==> src/rtl/adder_window_accum_if.sv <==
// Sample/result bundle for adder_window_accum: sample strobe and controls in,
// registered sum and window status out.
interface adder_window_accum_if #(
  parameter int WIDTH = 8,
  parameter int DEPTH = 4,
  parameter int ACC_W = 16
) ();
  localparam int CNT_W = $clog2(DEPTH) + 1;

  logic             in_valid;
  logic [WIDTH-1:0] in_data;
  logic             mode;
  logic             clear;
  logic             sum_valid;
  logic [ACC_W-1:0] sum;
  logic             sat;
  logic [CNT_W-1:0] fill_count;
  logic             window_full;

  modport master (
    output in_valid, in_data, mode, clear,
    input  sum_valid, sum, sat, fill_count, window_full
  );

  modport slave (
    input  in_valid, in_data, mode, clear,
    output sum_valid, sum, sat, fill_count, window_full
  );
endinterface

==> src/rtl/adder_window_accum.sv <==
// Streaming sample accumulator: running sum (saturating or wrapping, sticky
// overflow flag) or moving-window sum over the last DEPTH samples.
module adder_window_accum #(
  parameter int WIDTH    = 8,
  parameter int DEPTH    = 4,
  parameter int ACC_W    = 16,
  parameter bit SATURATE = 1'b1
) (
  input logic                 clk,
  input logic                 rst_n,
  adder_window_accum_if.slave bus
);
  localparam int PTR_W = (DEPTH > 1) ? $clog2(DEPTH) : 1;
  localparam int CNT_W = $clog2(DEPTH) + 1;
  localparam logic [CNT_W-1:0] FULL_CNT = CNT_W'(DEPTH);

  typedef enum logic {
    MODE_RUN = 1'b0,
    MODE_WIN = 1'b1
  } mode_e;

  mode_e            mode_in;
  mode_e            mode_q;
  logic [ACC_W-1:0] sum_q, sum_n;
  logic             sat_q, sat_n;
  logic             valid_q, valid_n;
  logic [CNT_W-1:0] fill_q, fill_n;
  logic [PTR_W-1:0] ptr_q, ptr_n;
  logic [WIDTH-1:0] win_buf [DEPTH];

  logic             switch_mode;
  logic             do_clear;
  logic             accept;
  logic             buf_clr;
  logic             buf_wr;
  logic [ACC_W-1:0] base_sum;
  logic             base_sat;
  logic [CNT_W-1:0] base_fill;
  logic [PTR_W-1:0] base_ptr;
  logic             base_full;
  logic [ACC_W-1:0] sample_ext;
  logic [ACC_W-1:0] oldest_ext;
  logic [ACC_W:0]   run_next;

  assign mode_in     = mode_e'(bus.mode);
  assign switch_mode = (mode_in != mode_q);
  assign do_clear    = bus.clear | switch_mode;
  // A sample arriving on a mode-switch edge is dropped; an explicit clear keeps it.
  assign accept      = bus.in_valid & ~switch_mode;

  // The clear is applied first, so an accepted sample sees a zeroed state.
  assign base_sum  = do_clear ? '0 : sum_q;
  assign base_sat  = do_clear ? 1'b0 : sat_q;
  assign base_fill = do_clear ? '0 : fill_q;
  assign base_ptr  = do_clear ? '0 : ptr_q;
  assign base_full = (base_fill == FULL_CNT);

  assign sample_ext = ACC_W'(bus.in_data);
  assign oldest_ext = base_full ? ACC_W'(win_buf[base_ptr]) : '0;
  assign run_next   = {1'b0, base_sum} + {1'b0, sample_ext};

  // NOTE: every signal driven here gets a default first, so no path leaves it
  // unassigned and no latch is inferred.
  always_comb begin
    sum_n   = base_sum;
    sat_n   = base_sat;
    fill_n  = base_fill;
    ptr_n   = base_ptr;
    valid_n = 1'b0;
    buf_clr = do_clear;
    buf_wr  = accept;

    if (accept) begin
      valid_n = 1'b1;
      ptr_n   = base_ptr + PTR_W'(1);
      if (!base_full) begin
        fill_n = base_fill + CNT_W'(1);
      end

      if (mode_in == MODE_RUN) begin
        if (run_next[ACC_W]) begin
          sat_n = 1'b1;
          sum_n = SATURATE ? '1 : run_next[ACC_W-1:0];
        end else begin
          sum_n = run_next[ACC_W-1:0];
        end
      end else begin
        // ACC_W >= WIDTH + log2(DEPTH) guarantees this never over- or underflows.
        sum_n = base_sum + sample_ext - oldest_ext;
      end
    end
  end

  // NOTE: state registers use non-blocking assignments so every flop samples
  // the pre-edge values regardless of statement order.
  always_ff @(posedge clk or negedge rst_n) begin
    if (!rst_n) begin
      mode_q  <= MODE_RUN;
      sum_q   <= '0;
      sat_q   <= 1'b0;
      valid_q <= 1'b0;
      fill_q  <= '0;
      ptr_q   <= '0;
    end else begin
      mode_q  <= mode_in;
      sum_q   <= sum_n;
      sat_q   <= sat_n;
      valid_q <= valid_n;
      fill_q  <= fill_n;
      ptr_q   <= ptr_n;
    end
  end

  // NOTE: the window buffer is small and must read as zero after reset or
  // clear, so it is built from resettable flops rather than a RAM macro.
  always_ff @(posedge clk or negedge rst_n) begin
    if (!rst_n) begin
      for (int i = 0; i < DEPTH; i++) begin
        win_buf[i] <= '0;
      end
    end else begin
      if (buf_clr) begin
        for (int i = 0; i < DEPTH; i++) begin
          win_buf[i] <= '0;
        end
      end
      // Later assignment wins, so clear-plus-sample leaves the new sample in slot 0.
      if (buf_wr) begin
        win_buf[base_ptr] <= bus.in_data;
      end
    end
  end

  assign bus.sum         = sum_q;
  assign bus.sum_valid   = valid_q;
  assign bus.sat         = sat_q;
  assign bus.fill_count  = fill_q;
  assign bus.window_full = (fill_q == FULL_CNT);
endmodule

==> src/flat_wrapper.sv <==
// flat-port wrapper written by rule: the top's interface ports become plain ports
module adder_window_accum_flat 
#(
  parameter int WIDTH    = 8,
  parameter int DEPTH    = 4,
  parameter int ACC_W    = 16,
  parameter bit SATURATE = 1'b1
)
  (clk, rst_n, bus_in_valid, bus_in_data, bus_mode, bus_clear, bus_sum_valid, bus_sum, bus_sat, bus_fill_count, bus_window_full);
  adder_window_accum_if #(.WIDTH(WIDTH), .DEPTH(DEPTH), .ACC_W(ACC_W)) bus_i ();
  input logic clk;
  input logic rst_n;
  input wire logic [$bits(bus_i.in_valid)-1:0] bus_in_valid;
  input wire logic [$bits(bus_i.in_data)-1:0] bus_in_data;
  input wire logic [$bits(bus_i.mode)-1:0] bus_mode;
  input wire logic [$bits(bus_i.clear)-1:0] bus_clear;
  output wire logic [$bits(bus_i.sum_valid)-1:0] bus_sum_valid;
  output wire logic [$bits(bus_i.sum)-1:0] bus_sum;
  output wire logic [$bits(bus_i.sat)-1:0] bus_sat;
  output wire logic [$bits(bus_i.fill_count)-1:0] bus_fill_count;
  output wire logic [$bits(bus_i.window_full)-1:0] bus_window_full;
  assign bus_i.in_valid = bus_in_valid;
  assign bus_i.in_data = bus_in_data;
  assign bus_i.mode = bus_mode;
  assign bus_i.clear = bus_clear;
  assign bus_sum_valid = bus_i.sum_valid;
  assign bus_sum = bus_i.sum;
  assign bus_sat = bus_i.sat;
  assign bus_fill_count = bus_i.fill_count;
  assign bus_window_full = bus_i.window_full;
  adder_window_accum #(.WIDTH(WIDTH), .DEPTH(DEPTH), .ACC_W(ACC_W), .SATURATE(SATURATE)) u_core (.clk(clk), .rst_n(rst_n), .bus(bus_i));
endmodule
==> config.mk <==
export PLATFORM = sky130hd
export DESIGN_NAME = adder_window_accum_flat
export DESIGN_NICKNAME = d
export VERILOG_FILES = /design/src/rtl/adder_window_accum_if.sv /design/src/rtl/adder_window_accum.sv /design/src/flat_wrapper.sv
export SDC_FILE = /design/constraint.sdc
export NUM_CORES = 1
export LEC_CHECK = 0
export CAP_MARGIN = 0
export CORE_ASPECT_RATIO = 1.25
export CORE_MARGIN = 2
export CORE_UTILIZATION = 40
export DETAILED_ROUTE_END_ITERATION = 8
export SLEW_MARGIN = 20
export SYNTH_ARGS = -nofsm -noshare
export SYNTH_HDL_FRONTEND = slang
export SYNTH_SLANG_ARGS = --single-unit
==> constraint.sdc <==
create_clock -name clk -period 8.25 [get_ports clk]
set_input_delay 2.475 -clock clk [delete_from_list [all_inputs] [get_ports clk]]
set_output_delay 2.475 -clock clk [all_outputs]
set_load 0.1 [all_outputs]
==> summary.md, run 1 <==
| Metric | Value |
|---|---|
| # setup viols final | `0` |
| Post-synthesis simple-gate area fraction | `17.7%` |
| Antenna violations before repair | `0` |
| Vias in the first global route | `3638` |
| Initial Util | `40.6%` |
| Lkg Pwr | `0.00233 uW` |
| #FFs+latches synth | `56` |
| IO buf count | `34` |
| Multiplexer share of the synthesized area | `4.43%` |
| Fillers | `1051` |
| Final GP Congestion | `0.895` |
| Final TNS setup | `0 ns` |
| Layout Cells excl Fill | `657` |
| Synthesis-to-finish area growth | `13.7%` |
| Die X | `96.4 um` |
| Slew Viols, Final | `0` |
| Most instantiated cells after synthesis | `nand2_1, dfrtp_1, inv_1, o21ai_0, ha_1` |
| CP Launch Type | `primary input` |
| Clock root buffer | `clkbuf_16` |
| Top-count cell post-synth | `nand2_1` |
| Multi-input logic area | `2560 um2` |
| # IOs | `35` |
| Row cnt | `42` |
| Starting DRT DRC Count | `189` |
| Post-CTS resize count | `0` |
| Largest net degree at the start of global routing | `57` |
| Relative slew margins | `35.1%` |
| Vias per std cell | `5.52` |
| Run status | `completed` |
| Post-synth top flop | `dfrtp_1` |
| DR DRC count | `0` |
| Hold buffer count at cts | `0` |
| R2R Path End | `u_core.bus.sum[11]` |
| Diodes inserted | `0` |
| H-tree Lvls | `2` |
| Final Hold Vio Count | `0` |
| Main combinational cell family by area after synthesis | `compound AO/OA/AOI/OAI gates` |
| Post-DP HPWL | `8150 um` |
| Synth top area cells | `dfrtp_1, ha_1, nand2_1` |
| Power Density | `163 nW/um2` |
| Final Critical Period | `7.08 ns` |
| Nets@finish | `583` |
| Yosys top cell by area | `dfrtp_1` |
| CP Capture Point | `u_core.bus.sum[11]` |
| FF+latch area | `1400 um2` |
| Peak supply drop | `0.0000899 V` |
| Post-Synth XOR/XNOR Area | `4.28%` |
| Fmax | `141 MHz` |
| Worst-case clock buffer depth | `2` |
| Worst skew pair latency | `0.30 ns` |
| Crit path capture type | `flip-flop` |
| Crit path DAT | `7.28 ns` |
| CTS tree | `done` |
| Clk sinks | `56` |
| MaxCap Viol Count | `0` |
| Worst clock skew | `0.0114 ns` |
| Routed Antenna Nets | `0` |
| CTS Buf Count | `5` |
| EDFF count, synth | `0` |
| CP Class | `in -> reg` |
| Cell area after synthesis | `4270 um2` |
| Die Ht | `119 um` |
| CP Launch Point | `bus_mode` |
| Core area | `10500 um2` |
| WL per Instance | `16.7 um` |
| Post-Route WL | `11000 um` |
| Vias | `3627` |
| Post-synthesis cell type count | `57` |
| Crit Path Max Fanout | `18` |
| Synth warn | `0` |
| Worst-Margin Slew | `0.971 ns` |
| Postcts setup bufs | `0` |
| Syn_nets | `562` |
| Synth top area share | `32.8%` |
| Drt pass-1 iters | `5` |
| DP Cell Count | `649` |
| Post-synth ARST share | `100%` |
| GRT Total Usage | `20.5%` |
| Tcrit/Tclk final | `85.8%` |
| Global route overflow | `0` |
| Syn avg cell area | `8.48 um2` |
| Reg-to-Reg Start | `u_core.mode_q` |
| Share of cells above drive strength 1 | `5.52%` |
| Area of the die | `11500 um2` |
| Clk pin slew, worst setup/hold paths | `0.07 ns` |
| First-pass GRT wire length | `18400 um` |
| RSZ-0062 raised after global routing | `no` |
| WP data required | `8.45 ns` |
| HP Class | `reg -> reg` |
| Worst R2R Path Depth | `14` |
| Sequential share of the synthesized area | `32.8%` |
| Fraction of the mapped netlist area in adder cells | `15.1%` |
| Worst reg-to-reg setup slack | `3.34 ns` |
| Synth Area in Compound Gates | `18.4%` |
| Mapped Cells | `503` |
| Hold path cells | `1` |
cell type report:
class                           count  area share (%)
Multi-Input combinational cell    371            52.7
Clock inverter                      2           0.799
Inverter                           52            4.02
Clock buffer                        6            2.66
Sequential cell                    56            28.9
Timing Repair Buffer               38            7.53
Tap cell                          132            3.40
worst max-delay path: stages:
cell             delay, ns
clkdlybuf4s50_1       0.47
xnor2_2               0.31
and2b_2               0.42
nand2_2               0.29
mux4_2                0.50
nor2b_1               0.16
fa_1                  0.50
inv_1                 0.05
ha_1                  0.35
a21o_1                0.18
a211oi_1              0.63
o21ai_0               0.31
nand2b_1              0.22
xnor2_1               0.14
a211oi_1              0.26
placed cells by master (no fill, tap or decap), types with 3 or more instances in the layout:
master           instances
a211oi_1                 6
a21o_1                   5
a21oi_1                 27
a31oi_1                  4
and3_1                   7
buf_4                    4
clkbuf_16                5
clkdlybuf4s50_1         33
dfrtp_1                 56
fa_1                     9
ha_1                    37
inv_1                   51
mux4_2                   7
nand2_1                105
nand3_1                 10
nand4_1                  6
nor2_1                  13
nor2b_1                 13
nor3_1                   4
nor4_1                   3
o21a_1                   3
o21ai_0                 51
o221ai_1                 3
o22ai_1                  3
xnor2_1                 13
xor2_1                   6
power by group:
part           switching [uW]  internal (uW)
clock network             107            145
registers                8.49            287
logic                     166           78.7
cell families after synthesis:
family	Yosys count
buf+inv	76
fa+ha+maj	46
xor+xnor	20
flops	56
simple gates	170
mux	10
compound gates	125
sequential cells by signal, summed over array words and instances (netlist names):
name / flops
u_core.win_buf: 32
u_core.bus.sum: 16
u_core.bus.fill_count: 3
u_core.ptr_q: 2
u_core.bus.sat: 1
u_core.bus.sum_valid: 1
u_core.mode_q: 1
per-layer routing:
| layer | share of wire [%] | vias to the layer above | routed length, um | GRT usage, % |
|---|---|---|---|---|
| met5 | 0 | - | 0 | 0 |
| met4 | 2.8 | 0 | 306 | 6.95 |
| met3 | 3.1 | 23 | 340 | 3.04 |
| met2 | 51 | 85 | 5540 | 35.0 |
| met1 | 44 | 1750 | 4760 | 26.1 |
| li1 | - | 1769 | - | - |
worst min-delay path by stage:
stage,slack (ns),start,to
2_1_floorplan,0.50,u_core.win_buf[9],u_core.win_buf[9]
3_3_place_gp,0.50,u_core.bus.sat,u_core.bus.sat
3_5_place_dp,0.52,u_core.bus.sat,u_core.bus.sat
4_1_cts,0.53,u_core.win_buf[7],u_core.win_buf[7]
5_1_grt,0.56,u_core.bus.sat,u_core.bus.sat
6_report,0.52,u_core.bus.sat,u_core.bus.sat
per-stage QoR:
| step | setup WS, ns | cell area, um2 | util [%] | power (uW) | hold WS (ns) |
|---|---|---|---|---|---|
| final | 1.17 | 4850 | 46.2 | 792 | 0.519 |
| after floorplan | 1.78 | 4270 | - | 481 | 0.497 |
| after detailed placement | 0.846 | 4690 | 44.6 | 545 | 0.516 |
| after global routing | 0.778 | 4850 | 46.2 | 832 | 0.556 |
| after global placement | 1.05 | 4690 | 44.6 | 544 | 0.499 |
| after CTS | 1.14 | 4850 | 46.2 | 799 | 0.534 |
(Power assumes the default switching activity.)
==> inputs of run 2 (changes only) <==
Settings changed: GPL_TIMING_DRIVEN set to 0.
==> run 2 against run 1 <==
  * Via count rose by 1.1%
  * Flip-flop and latch count unchanged
  * Maximum frequency decreased by 10%
  * Sequential power is essentially flat
  * Wire length rose by 4.9%
  * Largest power group unchanged
  * Clock power increased by 12%
  * Die area is the same
==> summary.md, run 2 (synthesis results as in run 1) <==
| Metric | Value |
|---|---|
| Postcts setup bufs | `0 (unchanged)` |
| Largest register FFs | `32 (unchanged)` |
| CTS tree | `done (unchanged)` |
| R2R Path End | `u_core.bus.sum[11] (unchanged)` |
| Hold Slack | `0.528 ns (was 0.519 ns)` |
| Starting DRT DRC Count | `195 (was 189)` |
| Hold path cells | `2 (was 1)` |
| Slew Viols, Final | `0 (unchanged)` |
| Power Density | `167 nW/um2 (was 163 nW/um2)` |
| Final setup margin | `0.344 ns (was 1.17 ns)` |
| Post-Place Setup Slack | `0.0780 ns (was 0.846 ns)` |
| Die Ht | `119 um (unchanged)` |
| CTS Buf Count | `5 (unchanged)` |
| Drt pass-1 iters | `5 (unchanged)` |
| Final Critical Period | `7.91 ns (was 7.08 ns)` |
| WP data required | `8.45 ns (about the same)` |
| Final core occ | `47.4% (was 46.2%)` |
| Worst clock skew | `0.0115 ns (was 0.0114 ns)` |
| Worst reg-to-reg setup slack | `2.61 ns (was 3.34 ns)` |
| DR DRC count | `0 (unchanged)` |
| First-pass GRT wire length | `18900 um (was 18400 um)` |
| Run status | `completed (unchanged)` |
| GRT Total Usage | `21.3% (was 20.5%)` |
| Vias in the first global route | `3768 (was 3638)` |
| Commonest non-fill, non-tap cell in the layout | `nand2_1 (unchanged)` |
| HP Class | `reg -> reg (unchanged)` |
| Clk pin slew, worst setup/hold paths | `0.07 ns (about the same)` |
| Post-DP HPWL | `8740 um (was 8150 um)` |
| H-tree Lvls | `2 (unchanged)` |
| Tcrit/Tclk final | `95.8% (was 85.8%)` |
| Vias | `3666 (was 3627)` |
| Final GP Congestion | `0.851 (was 0.895)` |
| Reg-to-Reg Start | `u_core.mode_q (unchanged)` |
| Worst-Margin Slew | `0.985 ns (was 0.971 ns)` |
| Synthesis-to-finish area growth | `16.8% (was 13.7%)` |
| # setup viols final | `0 (unchanged)` |
| Post-Route WL | `11500 um (was 11000 um)` |
| CP Launch Type | `primary input (unchanged)` |
| Final TNS setup | `0 ns (unchanged)` |
| Relative slew margins | `34.2% (was 35.1%)` |
| MaxCap Viol Count | `0 (unchanged)` |
| Crit path largest cell delay | `0.66 ns (was 0.63 ns)` |
| CP Class | `in -> reg (unchanged)` |
| Row cnt | `42 (unchanged)` |
| IO buf count | `34 (unchanged)` |
| Core area | `10500 um2 (unchanged)` |
| Crit path DAT | `8.10 ns (was 7.28 ns)` |
| Clock root buffer | `clkbuf_16 (unchanged)` |
| RSZ-0062 raised after global routing | `no (unchanged)` |
| Fmax | `126 MHz (was 141 MHz)` |
| Die X | `96.4 um (unchanged)` |
| Critical path, cell by cell | `clkdlybuf4s50_1, buf_6, xnor2_2, and2b_1, buf_4, buf_2, buf_2, nand2_1, ha_1, nand3_1, a311oi_1, fa_1, inv_1, ha_1, a21oi_1, nor2_1, a211oi_1, o21ai_0, nand2b_1, xnor2_1, a211oi_1 (was clkdlybuf4s50_1, xnor2_2, and2b_2, nand2_2, mux4_2, nor2b_1, fa_1, inv_1, ha_1, a21o_1, a211oi_1, o21ai_0, nand2b_1, xnor2_1, a211oi_1)` |
| Share of cells above drive strength 1 | `5.87% (was 5.52%)` |
| Antenna violations before repair | `0 (unchanged)` |
| Hold path startpoint | `u_core.win_buf[23] (was u_core.bus.sat)` |
| Area of the die | `11500 um2 (unchanged)` |
| Post-CTS resize count | `0 (unchanged)` |
| Crit path max-delay family | `compound AO/OA/AOI/OAI gates (unchanged)` |
| Hold buffer count at cts | `0 (unchanged)` |
| Worst skew pair latency | `0.31 ns (was 0.30 ns)` |
| Worst R2R Path Depth | `19 (was 14)` |
| Peak supply drop | `0.0000890 V (was 0.0000899 V)` |
| Vias per std cell | `5.42 (was 5.52)` |
| Nets@finish | `604 (was 583)` |
| Final Hold Vio Count | `0 (unchanged)` |
| Lkg Pwr | `0.00238 uW (was 0.00233 uW)` |
| Crit path buffers/inverters | `6 (was 2)` |
| Diodes inserted | `0 (unchanged)` |
| CP max-delay cell | `a211oi_1 (unchanged)` |
| PnR Total Power | `831 uW (was 792 uW)` |
| Initial Util | `40.6% (unchanged)` |
| Crit path capture type | `flip-flop (unchanged)` |
| Routed Antenna Nets | `0 (unchanged)` |
| Largest net degree at the start of global routing | `44 (was 57)` |
| Clk sinks | `56 (unchanged)` |
| Worst-case clock buffer depth | `2 (unchanged)` |
| Crit Path Max Fanout | `10 (was 18)` |
| Hold EP | `u_core.win_buf[23] (was u_core.bus.sat)` |
| # IOs | `35 (unchanged)` |
| WL per Instance | `17.0 um (was 16.7 um)` |
| Largest Register | `u_core.win_buf (unchanged)` |
| Global route overflow | `0 (unchanged)` |
| Commonest cells after routing, fill and taps aside | `nand2_1, dfrtp_1, inv_1, o21ai_0, ha_1 (unchanged)` |
run 2: changes by cell type in the layout (fill, tap and decap cells not counted), sizes merged:
cell	change
inv	-1
clkbuf	+4
bufinv	+1
buf	+16
run 2: how the worst max path moves through the flow:
stage / startpoint / end / cells after the start
2_1_floorplan: bus_mode / u_core.bus.sum[8] / 20
3_3_place_gp: bus_mode / u_core.bus.sum[13] / 21
3_5_place_dp: bus_mode / u_core.bus.sum[11] / 21
4_1_cts: bus_mode / u_core.bus.sum[11] / 21
5_1_grt: bus_mode / u_core.bus.sum[11] / 21
6_report: bus_mode / u_core.bus.sum[11] / 21
run 2: metrics by stage:
stage                     std cells  cell area [um2]
after floorplan                 503             4270
after global placement          669             4770
after detailed placement        670             4800
after CTS                       677             4980
after global routing            677             4980
final                           677             4980
run 2: cell type report:
type | instances | area [um2]
clock buffer | 5 | 125
inverter | 52 | 195
fill | 1028 | 5530
buffer | 24 | 114
multi-input combinational | 371 | 2560
timing repair buffer | 35 | 365
clock inverter | 2 | 60.1
sequential | 56 | 1400
tap | 132 | 165
run 2: routing by layer:
layer	GRT usage [%]	routed length [um]	up-vias
li1	-	-	1806
met1	27.2	5050	1765
met2	37.3	5890	80
met3	2.53	340	15
met4	5.81	205	0
met5	0	0	-
run 2: worst register-to-register path, cell delays in order, from the launching register on:
cell	delay (ns)
dfrtp_1	0.46
xnor2_2	0.48
and2b_1	0.20
buf_4	0.18
buf_2	0.26
buf_2	0.29
nand2_1	0.13
ha_1	0.22
nand3_1	0.33
a311oi_1	0.12
fa_1	0.50
inv_1	0.07
ha_1	0.29
a21oi_1	0.21
nor2_1	0.08
a211oi_1	0.66
o21ai_0	0.37
nand2b_1	0.25
xnor2_1	0.16
a211oi_1	0.29
run 2: where the power goes:
group	internal [uW]	switching, uW	total, uW
registers	287	8.18	295
clock network	173	110	283
logic	82.3	171	253
==> inputs of run 3 (changes only) <==
Settings changed: RECOVER_POWER set to 100, SLEW_MARGIN 20 to unset.
==> run 3 against run 2 <==
  * The run now ends with max-capacitance violations, max-slew violations left
  * Die area is the same
  * Critical path depth is the same
  * Cell count is the same
  * Total power shrank 1.0%
  * Sequential power is essentially flat
  * Final area shrank 0.60%
  * Count of clock-buffer cells in the layout is the same
  * Clock power is essentially flat
  * Sequential share of layout area grew 0.17 points
  * Register-to-register slack gained 0.07 ns
  * Non-clock buffer count is the same
  * Core utilization shrank 0.29 points
  * Largest cell class unchanged
==> summary.md, run 3 (synthesis results as in run 1) <==
| Metric | Value |
|---|---|
| Tcrit/Tclk final | `95.2% (was 95.8%)` |
| Failing checks | `max-capacitance violations, max-slew violations` |
| Power Density | `166 nW/um2 (was 167 nW/um2)` |
| Worst clock skew | `0.0130 ns (was 0.0115 ns)` |
| DR DRC count | `0 (unchanged)` |
| Post-CTS resize count | `0 (unchanged)` |
| Fillers | `1054 (was 1028)` |
| Starting DRT DRC Count | `210 (was 195)` |
| Hold Slack | `0.523 ns (was 0.528 ns)` |
| Diodes inserted | `0 (unchanged)` |
| Peak supply drop | `0.0000819 V (was 0.0000890 V)` |
| Drt pass-1 iters | `6 (was 5)` |
| Core area | `10500 um2 (unchanged)` |
| CTS tree | `done (unchanged)` |
| Largest register FFs | `32 (unchanged)` |
| Worst-Margin Slew | `2.16 ns (was 0.985 ns)` |
| # setup viols final | `0 (unchanged)` |
| H-tree Lvls | `2 (unchanged)` |
| Post-Route WL | `11400 um (was 11500 um)` |
| CP max-delay cell | `a211oi_1 (unchanged)` |
| Post-DP HPWL | `8770 um (was 8740 um)` |
| First-pass GRT wire length | `18600 um (was 18900 um)` |
| Row cnt | `42 (unchanged)` |
| Worst skew pair latency | `0.31 ns (about the same)` |
| Final GP Congestion | `0.851 (unchanged)` |
| Routed Antenna Nets | `0 (unchanged)` |
| Largest Register | `u_core.win_buf (unchanged)` |
| Final Hold Vio Count | `0 (unchanged)` |
| Worst-case clock buffer depth | `2 (unchanged)` |
| # IOs | `35 (unchanged)` |
| Antenna violations before repair | `0 (unchanged)` |
| Nets@finish | `604 (unchanged)` |
| Crit Path Max Fanout | `10 (unchanged)` |
| Commonest non-fill, non-tap cell in the layout | `nand2_1 (unchanged)` |
| Area of the die | `11500 um2 (unchanged)` |
| Die Ht | `119 um (unchanged)` |
| Vias | `3657 (was 3666)` |
| Crit path max-delay family | `compound AO/OA/AOI/OAI gates (unchanged)` |
| Largest net degree at the start of global routing | `41 (was 44)` |
| Hold buffer count at cts | `0 (unchanged)` |
| Share of cells above drive strength 1 | `5.14% (was 5.87%)` |
| Clock root buffer | `clkbuf_16 (unchanged)` |
| CP Launch Type | `primary input (unchanged)` |
| Crit path DAT | `8.05 ns (was 8.10 ns)` |
| Postcts setup bufs | `0 (unchanged)` |
| Clk pin slew, worst setup/hold paths | `0.07 ns (about the same)` |
| Vias per std cell | `5.40 (was 5.42)` |
| MaxCap Viol Count | `1 (was 0)` |
| Synthesis-to-finish area growth | `16.1% (was 16.8%)` |
| GRT Total Usage | `20.9% (was 21.3%)` |
| Vias in the first global route | `3706 (was 3768)` |
| Crit path largest cell delay | `0.65 ns (was 0.66 ns)` |
| WP data required | `8.45 ns (about the same)` |
| Crit path buffers/inverters | `6 (unchanged)` |
| Initial Util | `40.6% (unchanged)` |
| Crit path capture type | `flip-flop (unchanged)` |
| Global route overflow | `0 (unchanged)` |
| Fmax | `127 MHz (was 126 MHz)` |
| RSZ-0062 raised after global routing | `no (unchanged)` |
| Critical path, cell by cell | `clkdlybuf4s50_1, buf_6, xnor2_2, and2b_1, buf_4, buf_2, buf_2, nand2_1, ha_1, nand3_1, a311oi_1, fa_1, inv_1, ha_1, a21oi_1, nor2_1, a211oi_1, o21ai_0, nand2b_1, xnor2_1, a211oi_1 (unchanged)` |
| IO buf count | `34 (unchanged)` |
| WL per Instance | `16.8 um (was 17.0 um)` |
| Clk sinks | `56 (unchanged)` |
| Final Critical Period | `7.86 ns (was 7.91 ns)` |
| Run status | `finished, violations left (was completed)` |
| CTS Buf Count | `5 (unchanged)` |
| CP Class | `in -> reg (unchanged)` |
| Final TNS setup | `0 ns (unchanged)` |
| Slew Viols, Final | `41 (was 0)` |
| Die X | `96.4 um (unchanged)` |
| HP Class | `reg -> reg (unchanged)` |
| Commonest cells after routing, fill and taps aside | `nand2_1, dfrtp_1, inv_1, o21ai_0, ha_1 (unchanged)` |
| Lkg Pwr | `0.00242 uW (was 0.00238 uW)` |
| Relative slew margins | `-43.8% (was 34.2%)` |
-- run 3: cell types whose count changed in the layout (fill, tap and decap cells not counted), sizes merged --
cell           before  now
buf                21    8
clkbuf             10   23
clkdlybuf4s50      33   11
dlygate4sd3         0   22
-- run 3: final cells by class --
class / count / area [um2] / share of cell area, %
Clock buffer: 5 / 125 / 2.53
Inverter: 52 / 195 / 3.94
Clock inverter: 2 / 60.1 / 1.21
Buffer: 24 / 111 / 2.25
Multi-Input combinational cell: 371 / 2560 / 51.6
Sequential cell: 56 / 1400 / 28.3
Timing Repair Buffer: 35 / 338 / 6.82
Tap cell: 132 / 165 / 3.33
-- run 3: power by group --
part	internal, uW	leakage [uW]	switching, uW	total, uW
Combinational	77.5	0.00157	169	247
Sequential	287	0.000760	7.68	295
Clock	173	0.0000899	108	281
-- run 3: final timing paths --
kind                            slack, ns      startpoint  cells after the start            endpoint
worst min-delay path                 0.52  u_core.bus.sat                      1      u_core.bus.sat
min in group asynchronous            2.30           rst_n                      1  u_core.bus.sum[15]
worst min register to register       0.52  u_core.bus.sat                      1      u_core.bus.sat
worst max register to register       2.68   u_core.mode_q                     19  u_core.bus.sum[11]
max in group asynchronous            3.42           rst_n                      2   u_core.win_buf[3]
worst max-delay path                 0.39        bus_mode                     21  u_core.bus.sum[11]
-- run 3: metal layers --
layer	global-route usage [%]	wire, um	part of all wire [%]	up-vias
met4	4.67	114	1.0	0
met5	0	0	0	-
met1	26.5	4960	44	1763
met3	2.59	326	2.9	8
li1	-	-	-	1810
met2	37.4	5990	53	76
-- run 3: worst reg2reg max path: stages (launching register included) --
cell	delay, ns
dfrtp_1	0.46
xnor2_2	0.43
and2b_1	0.19
buf_4	0.18
buf_2	0.25
buf_2	0.29
nand2_1	0.13
ha_1	0.22
nand3_1	0.33
a311oi_1	0.12
fa_1	0.52
inv_1	0.07
ha_1	0.29
a21oi_1	0.20
nor2_1	0.08
a211oi_1	0.65
o21ai_0	0.37
nand2b_1	0.25
xnor2_1	0.16
a211oi_1	0.28
-- run 3: per-stage QoR --
| step | cell area, um2 | utilization (%) | setup WS [ns] | instances | total power, uW |
|---|---|---|---|---|---|
| 2_1_floorplan | 4270 | - | 1.78 | 503 | 481 |
| 3_3_place_gp | 4770 | 45.4 | 0.145 | 669 | 548 |
| 3_5_place_dp | 4790 | 45.6 | 0.0941 | 670 | 551 |
| 4_1_cts | 4970 | 47.3 | 0.370 | 677 | 835 |
| 5_1_grt | 4950 | 47.1 | 0.0718 | 677 | 859 |
| 6_report | 4950 | 47.1 | 0.395 | 677 | 823 |
